$ cat config.mk
export PLATFORM = sky130hd
export DESIGN_NAME = riscv_store_check
export DESIGN_NICKNAME = d
export VERILOG_FILES = /design/src/rtl/riscv_store_check.sv
export SDC_FILE = /design/constraint.sdc
export NUM_CORES = 1
export LEC_CHECK = 0
export CAP_MARGIN = 15
export CORE_MARGIN = 4
export CORE_UTILIZATION = 30
export DETAILED_ROUTE_END_ITERATION = 10
export PLACE_DENSITY_LB_ADDON = 0.12
export SLEW_MARGIN = 25
export SYNTH_ARGS = -nofsm -noshare
export SYNTH_HDL_FRONTEND = slang
export SYNTH_SLANG_ARGS = --single-unit
export TNS_END_PERCENT = 5
$ cat constraint.sdc
create_clock -name clk -period 2.5 [get_ports clk]
set_input_delay 0.5 -clock clk [delete_from_list [all_inputs] [get_ports clk]]
set_output_delay 0.5 -clock clk [all_outputs]
set_load 0.02 [all_outputs]
$ cat src/rtl/riscv_store_check.sv
// riscv_store_check
// Store-side DIFT tag check. Every store accepted from EX is checked against the
// Tag Check Register. Three checks apply:
//   - the rs2 data tag against the S policy bit;
//   - the rs1 address tag against the SA policy bit;
//   - optionally (D), the tag already held by the destination word, read from tag memory.
// A violation raises exception_o, which stays high until exc_ack_i. A clean store
// writes the data tag into tag memory and then pulses commit_o for one cycle.
//
// Ports
//   clk, rst            clock, synchronous active-high reset
//   store_req_i/gnt_o   store handshake from EX (gnt_o == ready, high only in IDLE)
//   store_addr_i        store byte address (word index taken from [TAG_ADDR_WIDTH+1:2])
//   store_data_tag_i    rs2 tag
//   store_addr_tag_i    rs1 tag
//   tcr_i               Tag Check Register
//   tagmem_*            tag memory port (req/gnt, we, addr, wdata, rvalid/rdata)
//   commit_o            one-cycle pulse: store may complete to data memory
//   exception_o         tag violation, held until exc_ack_i
//   busy_o              FSM not idle
//   state_dbg_o         current FSM state encoding
//
// Handshake: a transfer happens on a rising clk edge where valid (req) and
// ready (gnt) are both high. While req is high and gnt is low, the requester
// holds req and all payload signals (address, we, wdata) stable.
module riscv_store_check #(
  parameter int TAG_ADDR_WIDTH    = 16,
  parameter int LOADSTORE_CHECK_S  = 2,
  parameter int LOADSTORE_CHECK_SA = 1,
  parameter int LOADSTORE_CHECK_D  = 0
) (
  input  logic                      clk,
  input  logic                      rst,
  input  logic                      store_req_i,
  output logic                      store_gnt_o,
  input  logic [31:0]               store_addr_i,
  input  logic                      store_data_tag_i,
  input  logic                      store_addr_tag_i,
  input  logic [31:0]               tcr_i,
  output logic                      tagmem_req_o,
  input  logic                      tagmem_gnt_i,
  output logic                      tagmem_we_o,
  output logic [TAG_ADDR_WIDTH-1:0] tagmem_addr_o,
  output logic                      tagmem_wdata_o,
  input  logic                      tagmem_rvalid_i,
  input  logic                      tagmem_rdata_i,
  output logic                      commit_o,
  output logic                      exception_o,
  input  logic                      exc_ack_i,
  output logic                      busy_o,
  output logic [2:0]                state_dbg_o
);

  typedef enum logic [2:0] {
    IDLE    = 3'd0,
    RD_REQ  = 3'd1,
    RD_WAIT = 3'd2,
    WR_REQ  = 3'd3,
    DONE    = 3'd4,
    EXC     = 3'd5
  } state_e;

  state_e                    state_q, state_d;
  logic [TAG_ADDR_WIDTH-1:0] addr_q, addr_d;
  logic                      data_tag_q, data_tag_d;

  logic chk_s, chk_sa, chk_d, src_violation;

  // Remaining address/TCR bits carry no meaning for this block.
  logic unused_bits;
  assign unused_bits = ^{store_addr_i, tcr_i};

  // The whole source-side decision (S/SA) and the D choice are taken in the
  // accept cycle, so later tcr_i changes cannot affect an in-flight store.
  // Only the word index and data tag are needed after acceptance.
  assign chk_s         = tcr_i[LOADSTORE_CHECK_S];
  assign chk_sa        = tcr_i[LOADSTORE_CHECK_SA];
  assign chk_d         = tcr_i[LOADSTORE_CHECK_D];
  assign src_violation = (store_data_tag_i & chk_s) | (store_addr_tag_i & chk_sa);

  // State register
  always_ff @(posedge clk) begin
    if (rst) begin
      state_q    <= IDLE;
      addr_q     <= '0;
      data_tag_q <= 1'b0;
    end else begin
      state_q    <= state_d;
      addr_q     <= addr_d;
      data_tag_q <= data_tag_d;
    end
  end

  // Next-state logic
  always_comb begin
    state_d    = state_q;
    addr_d     = addr_q;
    data_tag_d = data_tag_q;
    unique case (state_q)
      IDLE: begin
        if (store_req_i) begin
          addr_d     = store_addr_i[TAG_ADDR_WIDTH+1:2];
          data_tag_d = store_data_tag_i;
          if (src_violation)  state_d = EXC;
          else if (chk_d)     state_d = RD_REQ;
          else                state_d = WR_REQ;
        end
      end
      RD_REQ:  if (tagmem_gnt_i) state_d = RD_WAIT;
      RD_WAIT: begin
        // A set destination tag means the word is already tainted.
        if (tagmem_rvalid_i) state_d = tagmem_rdata_i ? EXC : WR_REQ;
      end
      WR_REQ:  if (tagmem_gnt_i) state_d = DONE;
      DONE:    state_d = IDLE;
      EXC:     if (exc_ack_i) state_d = IDLE;
      default: state_d = IDLE;
    endcase
  end

  // Output logic (Moore: depends on state and latched fields only)
  always_comb begin
    store_gnt_o    = 1'b0;
    tagmem_req_o   = 1'b0;
    tagmem_we_o    = 1'b0;
    tagmem_wdata_o = 1'b0;
    commit_o       = 1'b0;
    exception_o    = 1'b0;
    busy_o         = 1'b1;
    tagmem_addr_o  = addr_q;
    state_dbg_o    = state_q;
    unique case (state_q)
      IDLE: begin
        store_gnt_o = 1'b1;
        busy_o      = 1'b0;
      end
      RD_REQ:  tagmem_req_o = 1'b1;
      RD_WAIT: ;
      WR_REQ: begin
        tagmem_req_o   = 1'b1;
        tagmem_we_o    = 1'b1;
        tagmem_wdata_o = data_tag_q;
      end
      DONE:    commit_o    = 1'b1;
      EXC:     exception_o = 1'b1;
      default: ;
    endcase
  end

endmodule

# Word-level counts from Yosys, hierarchy flattened
# Index checks and enable logic that the tools add are counted.
totals:
  register_bits: 20
  in_bits: 73
  output_inout_bits: 26
  elab_cells: 36
classes:
  n_eq_ne: 10
  mux: 16
  bitwise: 3
  n_reduce_logical: 4
op_table:
  columns: ["operator", "n"]
  rows:
  - ["$mux 3", 7]
  - ["$pmux 3 s5", 1]
  - ["$ne 2x2->1 const B", 5]
  - ["$mux 1", 7]
  - ["$eq 3x2->1 const B", 2]
  - ["$eq 3x3->1 const B", 2]
  - ["$reduce_and 5->1", 1]
  - ["$eq 3x1->1 const B", 1]
  - ["$logic_not 3->1", 1]
  - ["$and 1x1->1", 2]
  - ["$mux 2", 1]
  - ["$reduce_and 2->1", 1]
  - ["$reduce_or 2->1", 1]
  - ["$or 1x1->1", 1]

# Logic depth before layout (Yosys ltp)
# Gate-level depths: netlist (run 1).
depth:
  ltp_word: 5
  depth_mapped: 7

# Worst setup path after synthesis (run 1)
# No wires, ideal clock.
synth_path:
  path_kind: "register -> output"
  start: "reg state_q[0] (netlist: state_dbg_o[0])"
  end: "out tagmem_wdata_o"
  arrival_time_ns: 1.492
  path_slack_ns: 0.508
  path_stages_with_launch: 4
  path_cell_list: "dfxtp_1 buf_2 nor2b_1 and3_1"
synth_between:
  elab_chain_cells: 2
synth_rtl:
  columns: ["element", "line_no", "rtl"]
  rows:
  - ["start, declared", "63", "state_e state_q, state_d;"]
  - ["start signal, assigned", "88", "state_q <= state_d;"]
  - ["$eq 3x2->1", "132", "unique case (state_q)"]
  - ["$mux 1", "132", null]
  - ["end, declared", "44", "output logic tagmem_wdata_o,"]
# Every way passes these cells.

# Final worst setup path (run 1)
layout_path:
  start: "reg state_q[2] (netlist: state_dbg_o[2])"
  end: "out tagmem_wdata_o"
# The elaborated chain is that of the path after synthesis.

==> summary.txt, run 1 <==
Crit path cell chain = nor2b_1 -> and3_1 -> clkdlybuf4s50_1
Mapped Avg Cell Area = 7.783 µm²
Largest net degree at the start of global routing = 18
Initial antenna violation count = 0
CP Class = reg2out
CORE AREA = 2829 µm²
Area contributors post-synth = dfxtp_1 (44%), nand2_1 (15%), a21oi_1 (9.3%)
Overflow after GRT = 0
Placed insts = 197
EDFF count, synth = 0
Row Count = 19
Status = finished clean
Clk sinks = 20
Layout cells sized above 1 = 8.235%
Hold Vio Cnt, Final = 0
Die area = 4011 µm²
Skew final = 0.01162 ns
Worst hold endpoint = tagmem_addr_o[13]
Fin util = 53.30%
CP Buf/Inv Count = 1
Tightest Hold Check Type = reg2reg
Synthesis-stage register bit count = 20
Area Overhead vs Synth = 64.17%
Synth async-reset ratio = 0%
Worst Reg-to-Reg Cells = 4
CTS Buf Count = 3
Yosys top cell area share = 43.60%
Pre-CTS setup slack = 0.4710 ns
Cell Count, Final, Fillers Out = 201
Placer Congestion = 0.7557
Root Driver = clkbuf_4
Hold_sp = tagmem_addr_o[13]
Drt drc = 0
Cell leakage power = 0.0005710 µW
Num ports = 99
Peak supply drop = 0.4274 mV
Rel. slew slack = 62.87%
Max Freq = 428.5 MHz
Via count = 957
Vias per cell = 4.761
Ys flop type = dfxtp_1
Cell variety after synth = 26
Startpoint type of the worst setup path = flip-flop
Hold_ws = 0.4597 ns
Cts hold-fix bufs = 0
H-Tree Depth = 1
Hold path depth = 2
Nets = 244
Post-Syn Instances = 118
Die H = 63.33 µm
Detailed Place HPWL = 1923 µm
Antenna viol nets, final = 0
CP max stage delay = 0.60 ns
IO Port Bufs = 53
Largest area contributor in the netlist = dfxtp_1
Top cells by count, synth = nand2_1 (37), dfxtp_1 (20), a21oi_1 (17)
Final setup TNS = 0 ns
Detailed Routing Iterations Pass 1 = 4
Minimum clock period = 2.333 ns
Post-Syn Nets = 191
Worst Path Required = 2.00 ns
First-pass GRT wire length = 4312 µm
Top delay family on crit path = buffers and inverters
Max_cap viols = 0
Clock-pin slew on the worst setup and hold paths = 0.12 ns
CP endpoint kind = output port
Pwr dens = 681.8 nW/µm²
Max clock buf depth = 2
Initial DRC count = 9
Final wirelength = 2458 µm
CTS tree = done
Worst-margin pin slew = 0.5556 ns
Worst r2r dst = tagmem_addr_o[15]
Sequential share of the synthesized area = 43.60%
Initial Utilization = 32.46%
Yosys Warn Count = 0
Most common cell in the netlist = nand2_1
Worst path arrival time = 1.83 ns
Setup violators final = 0
Gr usage total = 12.87%
Synth Cell Area = 918.4 µm²
Worst reg-to-reg setup slack = 0.99 ns
Critical Path Slowest Stage Cell = clkdlybuf4s50_1
Ant diodes = 0
Worst skew pair latency = 0.30 ns
Die width = 63.33 µm
Final period utilization = 93.34%
Post-CTS sizing = 0
Setup Fix Bufs, Post-CTS = 0
Source of the worst register-to-register timing path = state_dbg_o[2]
Max Slew Vio Count = 0
Largest fanout on the critical path = 14
Vias in the first global route = 959
Final setup margin = 0.1665 ns
Wirelength per Cell = 12.23 µm
Unrepaired setup endpoints after global routing = no
## routing by layer
metal  vias up  track usage (%)  wire length [µm]  share of wire, %
met2        36            21.77              1173                48
met5         -                0                 0                 0
li1        490                -                 -                 -
met4         0            2.426                11              0.45
met3         2            4.085               183               7.4
met1       429            16.02              1089                44
## logic make-up (layout without fill, tap and decap cells)
group,after synthesis,count (layout),share of synthesized area [%]
buffers and inverters,13,65,8.173
AO/OA/AOI/OAI,30,30,20.03
flip-flops,20,20,43.60
AND/OR/NAND/NOR,54,54,27.11
multiplexers,1,1,1.090
## worst reg2reg max path, cell delays in order, from the launching register on
cell,delay (ns)
dfxtp_1,0.63
nor3_4,0.07
nand2_1,0.44
nand2_1,0.15
a21oi_2,0.15
## registers in the layout, indices dropped and copies added, names as in the netlist
signal,cells
state_dbg_o,3
data_tag_q,1
tagmem_addr_o,16
## per-stage QoR
step / cell area, µm² / total power [µW]
after floorplan: 918.4 / 614.3
after global placement: 1454 / 772.8
after detailed placement: 1454 / 779.7
after CTS: 1506 / 1041
after global routing: 1508 / 1097
final: 1508 / 1028
## placed cells by master, fill, tap and decap left out
master,count
inv_1,5
a21oi_2,5
nand2b_1,2
buf_4,3
nor2b_1,2
and3_1,1
nor3_1,1
nand2_1,37
clkdlybuf4s50_1,53
and2_1,4
nor4_1,2
nor3_4,1
a21oi_1,17
o21bai_1,1
a22o_1,1
dfxtp_1,19
a22oi_1,1
clkbuf_4,3
a211oi_1,1
mux2i_1,1
o21ai_0,1
dfxtp_2,1
bufinv_16,1
and3b_1,1
nor2_1,3
o22ai_1,2
a31oi_1,1
## area by class of cell
type / count / area [µm²]
clock buffer: 3 / 22.52
clock inverter: 1 / 30.03
fill: 297 / 1321
inverter: 5 / 18.77
multi-input combinational: 85 / 442.9
sequential: 20 / 401.6
tap: 31 / 38.79
timing repair buffer: 56 / 553.0
## report_power, final
group	total, µW	switching (µW)	internal (µW)
clock	259	97.2	162
combinational	374	188	186
sequential	395	38.5	356
total	1030	323	705
## how the worst max path moves through the flow
stage                              start        endpoint  slack, ns  cells past startpoint
after floorplan           state_dbg_o[0]  tagmem_wdata_o       0.51                      3
after global placement    state_dbg_o[0]  tagmem_wdata_o       0.46                      3
after detailed placement  state_dbg_o[0]  tagmem_wdata_o       0.47                      3
after CTS                 state_dbg_o[0]  tagmem_wdata_o       0.09                      3
after global routing      state_dbg_o[2]  tagmem_wdata_o      0.007                      3
final                     state_dbg_o[2]  tagmem_wdata_o       0.17                      3
Note: power is estimated with default switching activity, not from simulation.
==> run 2: changes to the inputs <==
- CORE_UTILIZATION: 30 -> 31
- CTS_BUF_LIST: default -> sky130_fd_sc_hd__clkbuf_4 sky130_fd_sc_hd__clkbuf_8
==> run 2 against run 1 <==
  * Clock power up 2%
  * Maximum frequency down 0.49%
  * Largest power group unchanged
  * Utilization up 0.41 points
  * Combinational power about the same
  * Hold slack better by 0.0013 ns
  * Global-route usage about the same
  * Clock skew down 0.0075 ns
  * Critical path type unchanged
  * Setup slack worse by 0.011 ns
  * Routed wire length up 0.57%
  * Die area down 2.8%
  * Flip-flop and latch count unchanged
  * Critical path depth unchanged
==> summary.txt, run 2 (synthesized netlist as in run 1, its figures left out) <==
Nets = 244
Int Pwr = 703.7 µW
Ant diodes = 0
Worst r2r dst = tagmem_addr_o[8]
Unrepaired setup endpoints after global routing = no
Max_cap viols = 0
GRT met3 Usage = 3.417%
IO Port Bufs = 53
Setup Fix Bufs, Post-CTS = 0
Layout cells sized above 1 = 7.647%
Detailed Routing Iterations Pass 1 = 4
Antenna viol nets, final = 0
Hold path depth = 2
Rel. slew slack = 62.60%
Detailed Place HPWL = 1889 µm
Num ports = 99
Max Freq = 426.5 MHz
Drt drc = 0
CP Class = reg2out
Initial Utilization = 32.74%
H-Tree Depth = 1
Row Count = 19
Worst-margin pin slew = 0.5596 ns
CTS Buf Count = 3
Hold Vio Cnt, Final = 0
Final setup TNS = 0 ns
Worst path arrival time = 1.84 ns
Sw Ratio = 31.60%
Tightest Hold Check Type = reg2reg
Worst skew pair latency = 0.30 ns
Max clock buf depth = 2
Skew final = 0.004167 ns
Largest fanout on the critical path = 6
Wirelength per Cell = 12.30 µm
First-pass GRT wire length = 4140 µm
Switch Pwr = 325.0 µW
Clock power frac = 25.5%
Placer Congestion = 0.7603
Vias per cell = 4.746
Minimum clock period = 2.345 ns
Max FFs per register = 16
Met2 usage = 23.44%
Clock-pin slew on the worst setup and hold paths = 0.11 ns
Worst Path Required = 2.00 ns
Hold_sp = tagmem_addr_o[14]
Most frequent cells in the layout = clkdlybuf4s50_1 (53), nand2_1 (37), dfxtp_1 (20), a21oi_1 (17)
Area Overhead vs Synth = 64.03%
Worst Reg-to-Reg Cells = 4
Root Driver = clkbuf_4
Gr usage total = 12.82%
CORE AREA = 2805 µm²
Status = finished clean
Setup violators final = 0
Overflow after GRT = 0
Max Slew Vio Count = 0
Vias in the first global route = 930
Pwr dens = 682.9 nW/µm²
CP endpoint kind = output port
GR Layer Usage met1 = 14.29%
Combinational share of power = 36.4%
Clk sinks = 20
Final wirelength = 2472 µm
Initial antenna violation count = 0
Cts hold-fix bufs = 0
Global route hottest layer = met2
Peak supply drop = 0.2468 mV
Startpoint type of the worst setup path = flip-flop
Flop pwr share = 38.1%
Cell leakage power = 0.0005708 µW
Post-layout power = 1029 µW
CTS tree = done
Post-CTS sizing = 0
Largest net degree at the start of global routing = 18
Source of the worst register-to-register timing path = state_dbg_o[2]
Die H = 62.43 µm
Die width = 62.43 µm
Worst hold endpoint = tagmem_addr_o[14]
Commonest non-fill, non-tap cell in the layout = clkdlybuf4s50_1
Worst reg-to-reg setup slack = 1.00 ns
Via count = 954
Final period utilization = 93.80%
Initial DRC count = 30
Die area = 3898 µm²
[run 2: worst max-delay path by stage]
stage | from | end | depth (start not counted)
floorplan | state_dbg_o[0] | tagmem_wdata_o | 3
global placement | state_dbg_o[0] | tagmem_wdata_o | 3
detailed placement | state_dbg_o[2] | tagmem_wdata_o | 3
CTS | state_dbg_o[0] | tagmem_wdata_o | 3
global route | state_dbg_o[0] | tagmem_wdata_o | 3
finish | state_dbg_o[0] | tagmem_wdata_o | 3
[run 2: final cells by class]
class,count,area (µm²)
well taps,31,38.79
clock buffers,3,22.52
multi-input cells,85,442.9
fillers,303,1299
flip-flops and latches,20,400.4
clock inverters,1,30.03
inverters,5,18.77
repair buffers,56,553.0
[run 2: power groups by stage]
stage                     sequential (µW)  combinational, µW  clock [µW]
final                                 392                375         263
after global routing                  400                409         287
after floorplan                       427                187           0
after CTS                             392                381         273
after detailed placement              400                379           0
after global placement                398                373           0
[run 2: per-layer routing]
layer  up-vias  routed length, µm  part of all wire (%)
met5         -                  0                     0
met3         2                150                   6.1
li1        492                  -                     -
met1       430               1032                    42
met4         0                 19                  0.77
met2        30               1269                    51
[run 2: metrics by stage]
step | setup slack [ns] | instances | hold slack [ns] | area, µm² | util [%]
finish | 0.1551 | 201 | 0.4609 | 1506 | 53.70
global route | 0.02523 | 201 | 0.4735 | 1506 | 53.70
CTS | 0.1376 | 201 | 0.4635 | 1506 | 53.70
global placement | 0.4853 | 197 | 0.4408 | 1454 | 51.83
floorplan | 0.5082 | 118 | 0.4443 | 918.4 | -
detailed placement | 0.5144 | 197 | 0.4461 | 1454 | 51.83
[run 2: worst max-delay path, stage by stage (launching register included)]
cell and delay (ns):
dfxtp_1 0.48, nor2b_1 0.28, and3_1 0.19, clkdlybuf4s50_1 0.60
